File: config.mk
export PLATFORM = sky130hd
export DESIGN_NAME = unpool_merge
export DESIGN_NICKNAME = d
export VERILOG_FILES = /design/src/rtl/unpool_merge.sv
export SDC_FILE = /design/constraint.sdc
export NUM_CORES = 2
export LEC_CHECK = 0
export ABC_CLOCK_PERIOD_IN_PS = 3700
export CORE_MARGIN = 2
export CORE_UTILIZATION = 55
export DETAILED_ROUTE_END_ITERATION = 8
export MAX_ROUTING_LAYER = met4
export PLACE_DENSITY = 0.76
export SLEW_MARGIN = 20
export SYNTH_ARGS = -nofsm -noshare
export SYNTH_HDL_FRONTEND = slang
export SYNTH_SLANG_ARGS = --single-unit
File: constraint.sdc
create_clock -name clock -period 3.7 [get_ports clock]
set_clock_uncertainty 0.15 [all_clocks]
set_input_delay 0.74 -clock clock [delete_from_list [all_inputs] [get_ports clock]]
set_output_delay 0.74 -clock clock [all_outputs]
set_load 0.02 [all_outputs]
File: src/rtl/unpool_merge.sv
// Nearest-neighbour 2x2 unpooling of a pooled feature stream, concatenated with the
// time-aligned full-resolution skip stream on the enable/vcnt/hcnt raster interface.
module unpool_merge #(
    parameter int unsigned HEIGHT     = 4,
    parameter int unsigned WIDTH      = 8,
    parameter int unsigned W_HEIGHT   = 6,
    parameter int unsigned W_WIDTH    = 10,
    parameter int unsigned UNITS      = 12,
    parameter int unsigned FIXED_BITW = 13,
    localparam int unsigned V_BITW    = $clog2(W_HEIGHT),
    localparam int unsigned H_BITW    = $clog2(W_WIDTH),
    localparam int unsigned FW        = FIXED_BITW * UNITS
) (
    input  logic              clock,
    input  logic              n_rst,
    input  logic              in_enable,
    input  logic [V_BITW-1:0] in_vcnt,
    input  logic [H_BITW-1:0] in_hcnt,
    input  logic [0:FW-1]     in_low,
    input  logic [0:FW-1]     in_skip,
    output logic              out_enable,
    output logic [V_BITW-1:0] out_vcnt,
    output logic [H_BITW-1:0] out_hcnt,
    output logic [0:2*FW-1]   out_y
);

    localparam int unsigned LAT      = W_WIDTH + 2;
    localparam int unsigned SKIP_DLY = W_WIDTH + 1;
    localparam int unsigned NWORDS   = WIDTH / 2;
    localparam int unsigned JW       = (NWORDS > 1) ? $clog2(NWORDS) : 1;

    logic [LAT-2:0]    en_sr_q;
    logic [0:FW-1]     skip_sr_q [SKIP_DLY];
    logic [0:FW-1]     lb_q [NWORDS];
    logic [0:FW-1]     hold_q;

    logic              out_enable_q;
    logic [V_BITW-1:0] out_vcnt_q;
    logic [H_BITW-1:0] out_hcnt_q;
    logic [0:2*FW-1]   out_y_q;

    logic              enable_d;
    logic [V_BITW-1:0] vcnt_d;
    logic [H_BITW-1:0] hcnt_d;
    logic [0:2*FW-1]   y_d;
    logic [0:FW-1]     unpool;
    logic              wr_en;
    logic [JW-1:0]     wr_idx;
    logic [JW-1:0]     rd_idx;

    assign enable_d = en_sr_q[LAT-2];

    // Pooled samples land on odd/odd active coordinates; blanking never disturbs storage.
    assign wr_en  = in_enable && in_vcnt[0] && in_hcnt[0]
                 && (in_hcnt < H_BITW'(WIDTH)) && (in_vcnt < V_BITW'(HEIGHT));
    assign wr_idx = JW'(in_hcnt >> 1);

    // Output position trails the live input position by one row and one column.
    always_comb begin
        vcnt_d = in_vcnt;
        hcnt_d = in_hcnt;
        if (in_hcnt != '0) begin
            hcnt_d = in_hcnt - H_BITW'(1);
            vcnt_d = (in_vcnt == '0) ? V_BITW'(W_HEIGHT - 1) : in_vcnt - V_BITW'(1);
        end else begin
            hcnt_d = H_BITW'(W_WIDTH - 1);
            vcnt_d = (in_vcnt >= V_BITW'(2)) ? in_vcnt - V_BITW'(2)
                                             : in_vcnt + V_BITW'(W_HEIGHT - 2);
        end
    end

    assign rd_idx = JW'(hcnt_d >> 1);

    // Even rows take the live sample then its held copy; odd rows replay the line buffer.
    always_comb begin
        unpool = '0;
        if (!vcnt_d[0]) begin
            unpool = hcnt_d[0] ? hold_q : in_low;
        end else if (hcnt_d < H_BITW'(WIDTH)) begin
            unpool = lb_q[rd_idx];
        end
        y_d = '0;
        if (enable_d) begin
            y_d = {unpool, skip_sr_q[SKIP_DLY-1]};
        end
    end

    always_ff @(posedge clock or negedge n_rst) begin
        if (!n_rst) begin
            en_sr_q <= '0;
        end else begin
            en_sr_q <= {en_sr_q[LAT-3:0], in_enable};
        end
    end

    always_ff @(posedge clock) begin
        skip_sr_q[0] <= in_skip;
        for (int k = 1; k < SKIP_DLY; k++) begin
            skip_sr_q[k] <= skip_sr_q[k-1];
        end
    end

    always_ff @(posedge clock) begin
        if (wr_en) begin
            lb_q[wr_idx] <= in_low;
        end
    end

    always_ff @(posedge clock or negedge n_rst) begin
        if (!n_rst) begin
            hold_q <= '0;
        end else if (wr_en) begin
            hold_q <= in_low;
        end
    end

    always_ff @(posedge clock or negedge n_rst) begin
        if (!n_rst) begin
            out_enable_q <= 1'b0;
            out_vcnt_q   <= '0;
            out_hcnt_q   <= '0;
            out_y_q      <= '0;
        end else begin
            out_enable_q <= enable_d;
            out_vcnt_q   <= vcnt_d;
            out_hcnt_q   <= hcnt_d;
            out_y_q      <= y_d;
        end
    end

    assign out_enable = out_enable_q;
    assign out_vcnt   = out_vcnt_q;
    assign out_hcnt   = out_hcnt_q;
    assign out_y      = out_y_q;

endmodule
==> out/results.txt <==
The run finished with clean final reports. The share of total power dissipated in combinational logic is 4.9%. The clock passes through at most 4 buffers.

The tools report the total number of vias as 35300. The commonest register cell after synthesis was sky130_fd_sc_hd__dfxtp_1. For the final number of max-transition violations, the log shows 0. The analysis attributes to net switching a power of 13200 uW. Post-synthesis sequential area ratio: 85.6%. Prior to clock tree synthesis, the placed netlist has a worst setup slack of 307 ps.

In this run the clock root is driven by a sky130_fd_sc_hd__clkbuf_16. The tools report the endpoint of the worst hold path as out_vcnt[1]$_DFF_PN0_. The logs give 35 for the number of distinct library cell variants in the gate-level netlist after synthesis and 32 for the initial antenna violation count. The detailed router used layers up to and including met4. Across every metal layer, demand over resource in global routing totals 22.7%. The transition time of the tightest slew-check pin is 1080 ps. The critical path startpoint category was a flip-flop. Counting cells, the worst reg-to-reg path comes to 5. After detailed routing, the number of remaining DRC violations is 0.

In the detailed route, the total length drawn on met3 is 12.0 mm. The data arrival time at the worst-slack endpoint is 2190 ps, and the global-route wire length before repair is 232 mm. The number of nets handed over by synthesis was 4435. The share of total power dissipated in the clock network is 42.0%. By area the synthesized netlist is led by sky130_fd_sc_hd__dfxtp_1, sky130_fd_sc_hd__edfxtp_1, sky130_fd_sc_hd__dfrtp_1. The detail route stage leaves a number of antenna-violating nets equal to 0. Master of the slowest instance on the critical path: sky130_fd_sc_hd__clkdlybuf4s50_1. The type of the worst min-delay path is in2reg. The most common cell in the synthesized netlist is sky130_fd_sc_hd__dfxtp_1. The family with the most delay on the worst path was buffers and inverters. Number of endpoints with negative hold slack in the final report: 0. The logs give 0 for the max-capacitance violation count and 0 for the quantity of gates resized following cts. Classification of the worst setup path: reg2out.

After clock tree synthesis, the clock-pin slew on the worst setup and hold paths is 60 ps. The analysis attributes to cell leakage a power of 0.0375 uW. The worst path uses 83.3% of the clock period. For the last weighted congestion value of the routability-driven placer, the log shows 0.796. For this block, the routed nets add up to 157 mm of wire.

The total length of routed met2 wires was 79.7 mm; the pin count of the biggest net entering global routing was 135. The async set or reset register ratio after synthesis works out to 17.2%. The average instance area after synthesis came out at 18.6 um^2.

sky130_fd_sc_hd__dfxtp_1 takes more of the synthesized area than any other cell. Data on the critical path is required at its endpoint by 2810 ps. The later-pin clock latency in the skew report is 900 ps. Of the cells placed in the final design, the portion with a size suffix greater than 1 is 15.8%.

The synthesis-to-layout area growth works out to 23.2%. The post-synthesis instance total came out at 4112. The combined buffer and inverter count along the critical path is 1. Sum of overflow across all layers after global routing: 0. The largest stage delay on the critical path was 860 ps; the register-to-register path setup slack was 1220 ps. Buffers placed on the I/O ports in this run total 641. The hold path startpoint is in_hcnt[0]. For the worst vdd rail ir drop, the log shows 0.000571 V.

The reg-to-reg endpoint is out_y[103]$_DFF_PN0_. The sum of negative setup slack is 0 ps, and the average via count per standard cell is 5.06. After the last flow step, the layout net total stands at 5274. The worst hold path was traced through 4 stages.

For the total power consumption of the routed design, the log shows 63800 uW. After floorplanning, the core was divided into 136 placement rows. After synthesis the netlist holds a flip-flop and latch count of 2827. The highest net fanout along the worst path is 1. Walking the worst path, the cells encountered are clkdlybuf4s50_1.

The tools report the placed wire-length estimate as 86.9 mm. Internal power comes to 50600 uW. The setup slack of the critical path after layout is 618 ps. The width of the die came out at 376 um. Sequential cells account for 53.1% of the total power.

Ranked by instance count, the synthesized netlist is headed by sky130_fd_sc_hd__dfxtp_1, sky130_fd_sc_hd__edfxtp_1, sky130_fd_sc_hd__dfrtp_1. The floorplan step defined a die boundary enclosing 142000 um^2. In this run switching power makes up 20.7% of total power. Dividing the detail-routed wire length by the instance count gives 22.5 um. In this run the vertical extent of the chip is 376 um. Setup repair after global routing left no endpoint under its margin.

STA classifies the critical path endpoint as an output port. The worst register-to-register path begins at en_sr_q[10]$_DFF_PN0_. Setup violations remaining at the end of the flow were counted as 0. Measured against its own limit, the worst slew margin works out to 28.3%.

Of the post-synthesis cell area, the dominant cell type holds 45.0%. After layout, the minimum clock period comes to 3080 ps. The first detailed-routing pass took 5 iterations. TritonCTS created 274 clock buffers.

Clock tree synthesis found a total of 2827 sinks. The H-tree generated during clock tree synthesis spans 5 levels. In the final routing, the length of wire on met1 measures 61.3 mm. The initial utilization of the core area, before any placement, comes to 55.4%. The first-iteration detailed-routing DRC count came out at 2132. The boundary pin count came out at 642. The total area inside the core boundary comes to 138000 um^2. The peak clock frequency supported by timing was 324 MHz.

During synthesis, Yosys emitted a total of 0 warnings. TritonCTS built the clock tree. The cell area after synthesis was 76300 um^2. The number of global-route vias before repair is 37500, and the count of flip-flops with a built-in enable after synthesis is 624. Power spread over the standard cell area amounts to 679 nW/um^2.
==> how the worst max path moves through the flow <==
stage	from	end	cells after the start
finish	out_y[119]$_DFF_PN0_	out_y[119]	1
global route	out_y[119]$_DFF_PN0_	out_y[119]	1
CTS	out_y[119]$_DFF_PN0_	out_y[119]	1
detailed placement	in_hcnt[1]	out_y[101]$_DFF_PN0_	7
global placement	in_enable	lb_q[1][78]$_DFFE_PP_	6
floorplan	in_hcnt[0]	lb_q[2][0]$_DFFE_PP_	3
==> per-stage QoR <==
stage	util [%]	hold slack (ps)	area, um^2	std cells
2_1_floorplan	-	160	76300	4112
3_3_place_gp	61.9	160	85200	6468
3_5_place_dp	61.9	162	85200	6468
4_1_cts	68.2	60.8	93900	6942
5_1_grt	68.2	79.7	94000	6970
6_report	68.3	135	94000	6971
==> power by group through the flow <==
stage	Sequential [uW]	Combinational (uW)	Clock, uW
detailed placement	34500	3110	0
global placement	34400	3040	0
CTS	33900	3170	27300
finish	33900	3140	26800
global route	34000	3350	28400
floorplan	34500	1360	0
==> layout make-up <==
type | count | area, um^2
Fill cell | 8246 | 43700
Inverter | 4 | 15.0
Antenna cell | 29 | 72.6
Tap cell | 1794 | 2240
Timing Repair Buffer | 722 | 7510
Clock buffer | 407 | 8020
Multi-Input combinational cell | 1122 | 10200
Sequential cell | 2827 | 65300
Clock inverter | 66 | 632
==> state kept, by name, indices dropped and copies added, names as in the netlist <==
signal	count
out_vcnt	3
hold_q	156
skip_sr_q	1716
out_enable	1
out_hcnt	4
lb_q	624
en_sr_q	11
out_y	312
==> kinds of logic after synthesis <==
logic type / after synthesis / synth area share [%]
DFF: 2827 / 85.6
muxes: 625 / 8.71
and+or+nand+nor: 332 / 2.48
buffers and inverters: 163 / 1.21
AOI/OAI and AO/OA: 161 / 1.99
xor gates and xnor gates: 3 / 0.0344
adders and majority gates: 1 / 0.0164
==> what timing repair did <==
item,CTS,global route
hold buffers,1,0
setup buffers,0,0
hold endpoints to repair,38,0
==> cells in the final DEF, fill, tap and decap left out, types with 2 or more instances in the layout <==
cell type                         synthesis  final
sky130_fd_sc_hd__dfxtp_1               1716   1716
sky130_fd_sc_hd__clkdlybuf4s50_1          0    639
sky130_fd_sc_hd__edfxtp_1               624    624
sky130_fd_sc_hd__dfrtp_1                487    486
sky130_fd_sc_hd__mux2_2                 313    313
sky130_fd_sc_hd__mux2i_1                312    312
sky130_fd_sc_hd__clkbuf_16                0    287
sky130_fd_sc_hd__and2_1                 157    157
sky130_fd_sc_hd__nand3_1                156    156
sky130_fd_sc_hd__o221ai_1               136    136
sky130_fd_sc_hd__clkbuf_1                65     81
sky130_fd_sc_hd__buf_4                   27     42
sky130_fd_sc_hd__clkbuf_8                 0     40
sky130_fd_sc_hd__buf_12                   0     38
sky130_fd_sc_hd__clkinv_2                 0     33
sky130_fd_sc_hd__diode_2                  0     29
sky130_fd_sc_hd__o221ai_2                20     20
sky130_fd_sc_hd__bufinv_16                0     10
sky130_fd_sc_hd__inv_6                    0      9
sky130_fd_sc_hd__clkinv_1                 0      7
sky130_fd_sc_hd__clkinvlp_4               0      4
sky130_fd_sc_hd__nor2_1                   5      3
sky130_fd_sc_hd__nand2_1                  3      3
sky130_fd_sc_hd__inv_1                    3      3
sky130_fd_sc_hd__a21oi_1                  2      2
sky130_fd_sc_hd__nor4_4                   1      2
sky130_fd_sc_hd__nor2_4                   0      2
sky130_fd_sc_hd__inv_8                    0      2
==> layer usage <==
| layer | vias to the layer above | global-route usage, % |
|---|---|---|
| met1 | 17700 | 26.6 |
| met3 | 291 | 6.80 |
| met4 | 0 | 7.70 |
| li1 | 16100 | - |
| met2 | 1131 | 37.5 |
| met5 | - | - |
(Power assumes the default switching activity.)
